$ cat src/rtl/axi_write_arbiter_if.sv
// Bundles the NUM_M master-side and single slave-side AXI write channels (AW/W/B).
// The slave modport is the arbiter's view; the master modport is the surrounding environment.
interface axi_write_arbiter_if #(
  parameter int NUM_M  = 2,
  parameter int ADDR_W = 16,
  parameter int DATA_W = 32
);
  logic [NUM_M*ADDR_W-1:0] M_AWADDR;
  logic [NUM_M*13-1:0]     M_AWCTL;
  logic [NUM_M-1:0]        M_AWVALID;
  logic [NUM_M-1:0]        M_AWREADY;
  logic [NUM_M*DATA_W-1:0] M_WDATA;
  logic [NUM_M-1:0]        M_WLAST;
  logic [NUM_M-1:0]        M_WVALID;
  logic [NUM_M-1:0]        M_WREADY;
  logic [NUM_M*2-1:0]      M_BRESP;
  logic [NUM_M-1:0]        M_BVALID;
  logic [NUM_M-1:0]        M_BREADY;

  logic [ADDR_W-1:0]       S_AWADDR;
  logic [12:0]             S_AWCTL;
  logic                    S_AWVALID;
  logic                    S_AWREADY;
  logic [DATA_W-1:0]       S_WDATA;
  logic                    S_WLAST;
  logic                    S_WVALID;
  logic                    S_WREADY;
  logic [1:0]              S_BRESP;
  logic                    S_BVALID;
  logic                    S_BREADY;

  modport slave (
    input  M_AWADDR, M_AWCTL, M_AWVALID, M_WDATA, M_WLAST, M_WVALID, M_BREADY,
    input  S_AWREADY, S_WREADY, S_BRESP, S_BVALID,
    output M_AWREADY, M_WREADY, M_BRESP, M_BVALID,
    output S_AWADDR, S_AWCTL, S_AWVALID, S_WDATA, S_WLAST, S_WVALID, S_BREADY
  );

  modport master (
    output M_AWADDR, M_AWCTL, M_AWVALID, M_WDATA, M_WLAST, M_WVALID, M_BREADY,
    output S_AWREADY, S_WREADY, S_BRESP, S_BVALID,
    input  M_AWREADY, M_WREADY, M_BRESP, M_BVALID,
    input  S_AWADDR, S_AWCTL, S_AWVALID, S_WDATA, S_WLAST, S_WVALID, S_BREADY
  );
endinterface

$ cat src/rtl/axi_write_arbiter.sv
// Round-robin arbiter sharing one AXI write slave between NUM_M masters; the winner owns AW/W/B.
// Optional beat-count checking is built when AXI_ARB_BEAT_CHECK_EN is defined.
//
// state   | meaning
// ST_IDLE | no owner; pick next requester round-robin from rr_ptr+1
// ST_AW   | forward granted master's AW to the slave
// ST_W    | forward granted master's W beats until WLAST handshake
// ST_B    | return slave response to granted master
module axi_write_arbiter #(
  parameter int NUM_M  = 2,
  parameter int ADDR_W = 16,
  parameter int DATA_W = 32
) (
  input  logic                 CLK,
  input  logic                 RESET,
  axi_write_arbiter_if.slave   bus,
  output logic [NUM_M-1:0]     GRANT,
  output logic                 BUSY,
  output logic                 BEAT_ERR
);

  localparam int IDX_W = (NUM_M > 1) ? $clog2(NUM_M) : 1;

  typedef enum logic [1:0] {
    ST_IDLE = 2'd0,
    ST_AW   = 2'd1,
    ST_W    = 2'd2,
    ST_B    = 2'd3
  } state_t;

  state_t            r_state;
  state_t            w_state_nxt;
  logic [NUM_M-1:0]  r_grant;
  logic [IDX_W-1:0]  r_gidx;
  logic [IDX_W-1:0]  r_rr_ptr;

  logic              w_found;
  logic [IDX_W-1:0]  w_win;
  logic [IDX_W-1:0]  w_cand;
  logic              w_aw_hs;
  logic              w_w_hs;
  logic              w_wlast;
  logic              w_b_hs;
  logic              w_err;

  assign w_aw_hs = (r_state == ST_AW) && bus.M_AWVALID[r_gidx] && bus.S_AWREADY;
  assign w_w_hs  = (r_state == ST_W)  && bus.M_WVALID[r_gidx]  && bus.S_WREADY;
  assign w_wlast = bus.M_WLAST[r_gidx];
  assign w_b_hs  = (r_state == ST_B)  && bus.S_BVALID && bus.M_BREADY[r_gidx];

  assign GRANT = r_grant;
  assign BUSY  = (r_state != ST_IDLE);

  // Search starts one past the last owner so every requester is reached within NUM_M-1 grants.
  always_comb begin
    w_found = 1'b0;
    w_win   = '0;
    w_cand  = '0;
    for (int k = 1; k <= NUM_M; k++) begin
      w_cand = IDX_W'((int'(r_rr_ptr) + k) % NUM_M);
      if (!w_found && bus.M_AWVALID[w_cand]) begin
        w_found = 1'b1;
        w_win   = w_cand;
      end
    end
  end

  always_ff @(posedge CLK) begin
    if (RESET) begin
      r_state  <= ST_IDLE;
      r_grant  <= '0;
      r_gidx   <= '0;
      r_rr_ptr <= IDX_W'(NUM_M - 1);
    end else begin
      r_state <= w_state_nxt;
      if (r_state == ST_IDLE && w_found) begin
        r_grant <= NUM_M'(1) << w_win;
        r_gidx  <= w_win;
      end
      if (w_b_hs) begin
        r_grant  <= '0;
        r_rr_ptr <= r_gidx;
      end
    end
  end

  always_comb begin
    w_state_nxt   = r_state;
    bus.S_AWADDR  = '0;
    bus.S_AWCTL   = '0;
    bus.S_AWVALID = 1'b0;
    bus.S_WDATA   = '0;
    bus.S_WLAST   = 1'b0;
    bus.S_WVALID  = 1'b0;
    bus.S_BREADY  = 1'b0;
    bus.M_AWREADY = '0;
    bus.M_WREADY  = '0;
    bus.M_BVALID  = '0;
    bus.M_BRESP   = '0;
    case (r_state)
      ST_IDLE: begin
        if (w_found) w_state_nxt = ST_AW;
      end
      ST_AW: begin
        bus.S_AWADDR  = bus.M_AWADDR[r_gidx*ADDR_W +: ADDR_W];
        bus.S_AWCTL   = bus.M_AWCTL[r_gidx*13 +: 13];
        bus.S_AWVALID = bus.M_AWVALID[r_gidx];
        bus.M_AWREADY[r_gidx] = bus.S_AWREADY;
        if (w_aw_hs) w_state_nxt = ST_W;
      end
      ST_W: begin
        bus.S_WDATA  = bus.M_WDATA[r_gidx*DATA_W +: DATA_W];
        bus.S_WLAST  = w_wlast;
        bus.S_WVALID = bus.M_WVALID[r_gidx];
        bus.M_WREADY[r_gidx] = bus.S_WREADY;
        if (w_w_hs && w_wlast) w_state_nxt = ST_B;
      end
      ST_B: begin
        bus.M_BVALID[r_gidx]       = bus.S_BVALID;
        bus.M_BRESP[r_gidx*2 +: 2] = w_err ? 2'b10 : bus.S_BRESP;
        bus.S_BREADY               = bus.M_BREADY[r_gidx];
        if (w_b_hs) w_state_nxt = ST_IDLE;
      end
      default: w_state_nxt = ST_IDLE;
    endcase
  end

`ifdef AXI_ARB_BEAT_CHECK_EN
  logic [7:0] r_awlen;
  logic [7:0] r_beat_cnt;
  logic       r_err;

  // The count holds the index of the beat being accepted, so a correct WLAST sees count == AWLEN.
  always_ff @(posedge CLK) begin
    if (RESET) begin
      r_awlen    <= '0;
      r_beat_cnt <= '0;
      r_err      <= 1'b0;
    end else begin
      if (w_aw_hs) begin
        r_awlen    <= bus.M_AWCTL[r_gidx*13 + 5 +: 8];
        r_beat_cnt <= '0;
      end else if (w_w_hs) begin
        r_beat_cnt <= r_beat_cnt + 8'd1;
      end
      if (w_w_hs && w_wlast && (r_beat_cnt != r_awlen)) r_err <= 1'b1;
      else if (w_b_hs) r_err <= 1'b0;
    end
  end

  assign w_err    = r_err;
  assign BEAT_ERR = w_b_hs & r_err;
`else
  assign w_err    = 1'b0;
  assign BEAT_ERR = 1'b0;
`endif

endmodule

$ cat src/flat_wrapper.sv
// flat-port wrapper written by rule: the top's interface ports become plain ports
module axi_write_arbiter_flat 
#(
  parameter int NUM_M  = 2,
  parameter int ADDR_W = 16,
  parameter int DATA_W = 32
)
  (CLK, RESET, GRANT, BUSY, BEAT_ERR, bus_M_AWADDR, bus_M_AWCTL, bus_M_AWVALID, bus_M_WDATA, bus_M_WLAST, bus_M_WVALID, bus_M_BREADY, bus_S_AWREADY, bus_S_WREADY, bus_S_BRESP, bus_S_BVALID, bus_M_AWREADY, bus_M_WREADY, bus_M_BRESP, bus_M_BVALID, bus_S_AWADDR, bus_S_AWCTL, bus_S_AWVALID, bus_S_WDATA, bus_S_WLAST, bus_S_WVALID, bus_S_BREADY);
  axi_write_arbiter_if #(.NUM_M(NUM_M), .ADDR_W(ADDR_W), .DATA_W(DATA_W)) bus_i ();
  input  logic CLK;
  input  logic RESET;
  output logic [NUM_M-1:0] GRANT;
  output logic BUSY;
  output logic BEAT_ERR;
  input wire logic [$bits(bus_i.M_AWADDR)-1:0] bus_M_AWADDR;
  input wire logic [$bits(bus_i.M_AWCTL)-1:0] bus_M_AWCTL;
  input wire logic [$bits(bus_i.M_AWVALID)-1:0] bus_M_AWVALID;
  input wire logic [$bits(bus_i.M_WDATA)-1:0] bus_M_WDATA;
  input wire logic [$bits(bus_i.M_WLAST)-1:0] bus_M_WLAST;
  input wire logic [$bits(bus_i.M_WVALID)-1:0] bus_M_WVALID;
  input wire logic [$bits(bus_i.M_BREADY)-1:0] bus_M_BREADY;
  input wire logic [$bits(bus_i.S_AWREADY)-1:0] bus_S_AWREADY;
  input wire logic [$bits(bus_i.S_WREADY)-1:0] bus_S_WREADY;
  input wire logic [$bits(bus_i.S_BRESP)-1:0] bus_S_BRESP;
  input wire logic [$bits(bus_i.S_BVALID)-1:0] bus_S_BVALID;
  output wire logic [$bits(bus_i.M_AWREADY)-1:0] bus_M_AWREADY;
  output wire logic [$bits(bus_i.M_WREADY)-1:0] bus_M_WREADY;
  output wire logic [$bits(bus_i.M_BRESP)-1:0] bus_M_BRESP;
  output wire logic [$bits(bus_i.M_BVALID)-1:0] bus_M_BVALID;
  output wire logic [$bits(bus_i.S_AWADDR)-1:0] bus_S_AWADDR;
  output wire logic [$bits(bus_i.S_AWCTL)-1:0] bus_S_AWCTL;
  output wire logic [$bits(bus_i.S_AWVALID)-1:0] bus_S_AWVALID;
  output wire logic [$bits(bus_i.S_WDATA)-1:0] bus_S_WDATA;
  output wire logic [$bits(bus_i.S_WLAST)-1:0] bus_S_WLAST;
  output wire logic [$bits(bus_i.S_WVALID)-1:0] bus_S_WVALID;
  output wire logic [$bits(bus_i.S_BREADY)-1:0] bus_S_BREADY;
  assign bus_i.M_AWADDR = bus_M_AWADDR;
  assign bus_i.M_AWCTL = bus_M_AWCTL;
  assign bus_i.M_AWVALID = bus_M_AWVALID;
  assign bus_i.M_WDATA = bus_M_WDATA;
  assign bus_i.M_WLAST = bus_M_WLAST;
  assign bus_i.M_WVALID = bus_M_WVALID;
  assign bus_i.M_BREADY = bus_M_BREADY;
  assign bus_i.S_AWREADY = bus_S_AWREADY;
  assign bus_i.S_WREADY = bus_S_WREADY;
  assign bus_i.S_BRESP = bus_S_BRESP;
  assign bus_i.S_BVALID = bus_S_BVALID;
  assign bus_M_AWREADY = bus_i.M_AWREADY;
  assign bus_M_WREADY = bus_i.M_WREADY;
  assign bus_M_BRESP = bus_i.M_BRESP;
  assign bus_M_BVALID = bus_i.M_BVALID;
  assign bus_S_AWADDR = bus_i.S_AWADDR;
  assign bus_S_AWCTL = bus_i.S_AWCTL;
  assign bus_S_AWVALID = bus_i.S_AWVALID;
  assign bus_S_WDATA = bus_i.S_WDATA;
  assign bus_S_WLAST = bus_i.S_WLAST;
  assign bus_S_WVALID = bus_i.S_WVALID;
  assign bus_S_BREADY = bus_i.S_BREADY;
  axi_write_arbiter #(.NUM_M(NUM_M), .ADDR_W(ADDR_W), .DATA_W(DATA_W)) u_core (.CLK(CLK), .RESET(RESET), .bus(bus_i), .GRANT(GRANT), .BUSY(BUSY), .BEAT_ERR(BEAT_ERR));
endmodule
$ cat config.mk
export PLATFORM = sky130hd
export DESIGN_NAME = axi_write_arbiter_flat
export DESIGN_NICKNAME = d
export VERILOG_FILES = /design/src/rtl/axi_write_arbiter_if.sv /design/src/rtl/axi_write_arbiter.sv /design/src/flat_wrapper.sv
export SDC_FILE = /design/constraint.sdc
export NUM_CORES = 1
export LEC_CHECK = 0
export CORE_AREA = 10 10 75 77
export CTS_BUF_LIST = sky130_fd_sc_hd__clkbuf_8 sky130_fd_sc_hd__clkbuf_16
export DETAILED_ROUTE_END_ITERATION = 10
export DIE_AREA = 0 0 85 87
export DONT_BUFFER_PORTS = 1
export GPL_TIMING_DRIVEN = 0
export HOLD_SLACK_MARGIN = 0.06
export SYNTH_ARGS = -nofsm -noshare
export SYNTH_HDL_FRONTEND = slang
export SYNTH_SLANG_ARGS = --single-unit
$ cat constraint.sdc
create_clock -name CLK -period 2.4 [get_ports CLK]
set_input_delay 0.36 -clock CLK [delete_from_list [all_inputs] [get_ports CLK]]
set_output_delay 0.36 -clock CLK [all_outputs]
set_load 0.01 [all_outputs]
==> out/summary.md <==
The area growth from synthesis to layout came out at 6.34%. Setup total negative slack on the finished layout was measured at 0 ps. The level count of the clock H-tree is 1. Setup repair after global routing left no endpoint under its margin. The Yosys step of the flow raised 0 warnings. Sequential elements use 7.42% of the synthesized area. TritonCTS built the clock tree. 0 antenna diodes ended up in the layout. Detailed placement finished with a half-perimeter wire length of 5840 µm. The mapped netlist covers 1620 µm². Entering global routing, the biggest net connects 11 pins. The total overflow left after global routing is 0. During placement, the flow inserted port buffers numbering 0. Max-cap violations in this run came to 0. The logs give 0.747 for the final weighted congestion in routability-driven placement and 0.000710 W for the power spent charging and discharging nets.

The cell count after synthesis is 206. The number of different library cells in the post-synthesis netlist came out at 24. After clock tree synthesis, the clock-pin slew on the worst setup and hold paths is 30 ps.

The run gives 0.836 ps as the setup skew after layout. The depth of the most critical reg-to-reg path works out to 6. The core region area came out at 4230 µm². The first routing iteration left 40 violations.

Arrival time at the worst endpoint: 1790 ps. For the relative contribution of combinational cells to total power, the log shows 77.8%. mux2i_1 takes more of the synthesized area than any other cell. Setup slack closes at 247 ps.

Yosys attributes the largest share of cell area to mux2i_1 41%, nor2b_1 25%, dfxtp_1 7.4%. The post-route DRC violation count was 0. Counting flops with a built-in enable in the synthesized netlist gives 0. Sequential cells account for 11.6% of the total power. The net switching fraction of the power was 51.1%. The most used flip-flop cell after synthesis is dfxtp_1. The number of instances on the worst hold path is 1, and the internal power consumption is 0.000679 W. The logs give 1495 for the number of global-route vias before repair and 0.647 nW for the total leakage power. Yosys instantiated no cell more often than mux2i_1. The first global-routing pass estimated 9180 µm of wire.

The count of nets left with antenna violations once routing finished came out at 0. For this run, the share of the core covered by cells in the final layout is 40.7%. The die covers 7400 µm². The type of the setup path with the least slack is reg2out. Global routing used 15.0% of the available tracks across all layers. The critical path startpoint category was a flip-flop.

The die span in x was 85 µm; the count of instances resized after the clock tree is built was 0. The power density of the placed cells was 807 nW/µm²; the number of failing hold endpoints at the final stage was 0. The number of antenna violations at the first check in global routing was 0. The nature of the critical path endpoint was an output port. TritonCTS created 3 clock buffers. In the final routed layout, each cell accounts on average for 25.4 µm. The synthesized design devotes to its leading area cell type 40.8% of total area. The run gives 0 as the final count of pins violating max slew. After floorplanning, the core was divided into 24 placement rows. The final route contains 1459 vias. The clock reaches the later pin of the worst-skew pair after 220 ps. The mean area per synthesized cell was 7.86 µm²; the worst slack after detailed placement was 335 ps. CTS placed an instance of clkbuf_8 at the clock tree root.

Counting instances in the post-synthesis netlist gives the leading cell types as 66 x mux2i_1, 65 x nor2b_1, 8 x clkbuf_1, 7 x a21oi_1. Across the VDD grid, the largest voltage drop is 415 µV. Setup violations remaining at the end of the flow were counted as 0. Across all hold checks on the routed design, the worst slack comes to 212 ps. The share of synthesized flip-flops with an asynchronous set or reset was 0%.

For the initial standard-cell utilization of the core, the log shows 38.2%. The run finished with clean final reports. Wires add up to 6620 µm. The die is 87 µm tall. The post-synthesis register bit count is 6. For this design, the CTS-stage hold fixing added 0 buffers.

The final period utilization was 89.7%. In this run the worst path has a maximum fanout of 11. The clock period minus worst slack is 2150 ps.

For this run, the detailed router's first-pass iteration total came to 4. For the worst setup path, the data required time is 2040 ps. The clock network accounts for 10.6% of the total power. The post-CTS repair timing setup buffer count is 0, and the total clock sinks is 6. The net count of the mapped netlist is 348, and the number of buffers on the longest clock path is 2.

The maximum clock frequency was 464 MHz. Dividing the detail-routed via count by the number of cells gives 5.61. Share of cells above drive strength 1: 7.69%. The tightest min-delay check is of the in2reg type.

The number of nets in the layout was 352. In this run the count of I/O pins placed on the die edge is 216.
==> cell families (layout without fill, tap and decap cells) <==
kind of cell / after synthesis / count (layout) / synth area share [%]
buffers and inverters: 22 / 24 / 6.49
other: 1 / 1 / 0.232
adder cells (fa/ha/maj): 5 / 5 / 3.86
AO/OA/AOI/OAI: 14 / 14 / 5.72
multiplexers: 67 / 67 / 41.5
AND/OR/NAND/NOR: 91 / 91 / 34.8
flip-flops: 6 / 6 / 7.42
==> power groups by stage <==
stage / sequential (W) / clock, W / combinational (W)
2_1_floorplan: 0.000155 / 0 / 0.000908
3_3_place_gp: 0.000163 / 0 / 0.00108
3_5_place_dp: 0.000163 / 0 / 0.00109
4_1_cts: 0.000161 / 0.000151 / 0.00110
5_1_grt: 0.000165 / 0.000157 / 0.00118
6_report: 0.000161 / 0.000147 / 0.00108
==> stage by stage <==
step                instances  instance area [µm²]  total power (W)
finish                    260                 1720          0.00139
global route              260                 1720          0.00151
CTS                       261                 1730          0.00141
detailed placement        258                 1680          0.00126
global placement          258                 1680          0.00125
floorplan                 206                 1620          0.00106
==> routing by layer <==
layer / vias to the layer above / track usage (%) / part of all wire (%)
li1: 696 / - / -
met1: 672 / 16.1 / 36
met2: 91 / 28.2 / 54
met3: 0 / 5.15 / 9.8
met4: 0 / 1.80 / 0
met5: - / 0 / 0
==> worst max-delay path: stages (launching register included) <==
cell and delay (ps):
dfxtp_1 340, inv_1 110, ha_1 430, clkbuf_1 350, nor2b_1 340
==> flip-flops by register name, summed over array words and instances (netlist names) <==
register         count
u_core.GRANT         2
u_core.r_gidx        1
u_core.r_rr_ptr      1
u_core.r_state       2
==> layout make-up <==
type | count | area, µm²
inverters | 5 | 18.8
flip-flops and latches | 6 | 120
well taps | 52 | 65.1
clock buffers | 3 | 41.3
multi-input cells | 178 | 1390
plain buffers | 16 | 82.6
fillers | 455 | 2510
==> cells in the final DEF (no fill, tap or decap), drive strengths merged <==
master  instances
clkbuf         10
nor2            5
nand3           1
conb            1
mux2            1
a21boi          2
a21oi           7
ha              5
inv             5
nor2b          65
nand2b          6
nand2           4
dfxtp           6
o21bai          2
a31o            1
nor4b           1
and2            4
mux2i          66
buf             9
a31oi           1
and3            5
o31ai           1
==> worst paths after layout <==
path | start | endpoint | slack [ps]
hold / removal | RESET | u_core.r_gidx | 210
hold reg to reg | u_core.r_state[1] | u_core.r_state[1] | 520
setup / recovery | u_core.r_state[0] | bus_S_WDATA[14] | 250
setup reg to reg | u_core.r_state[0] | u_core.r_state[0] | 840
(Power assumes the default switching activity.)
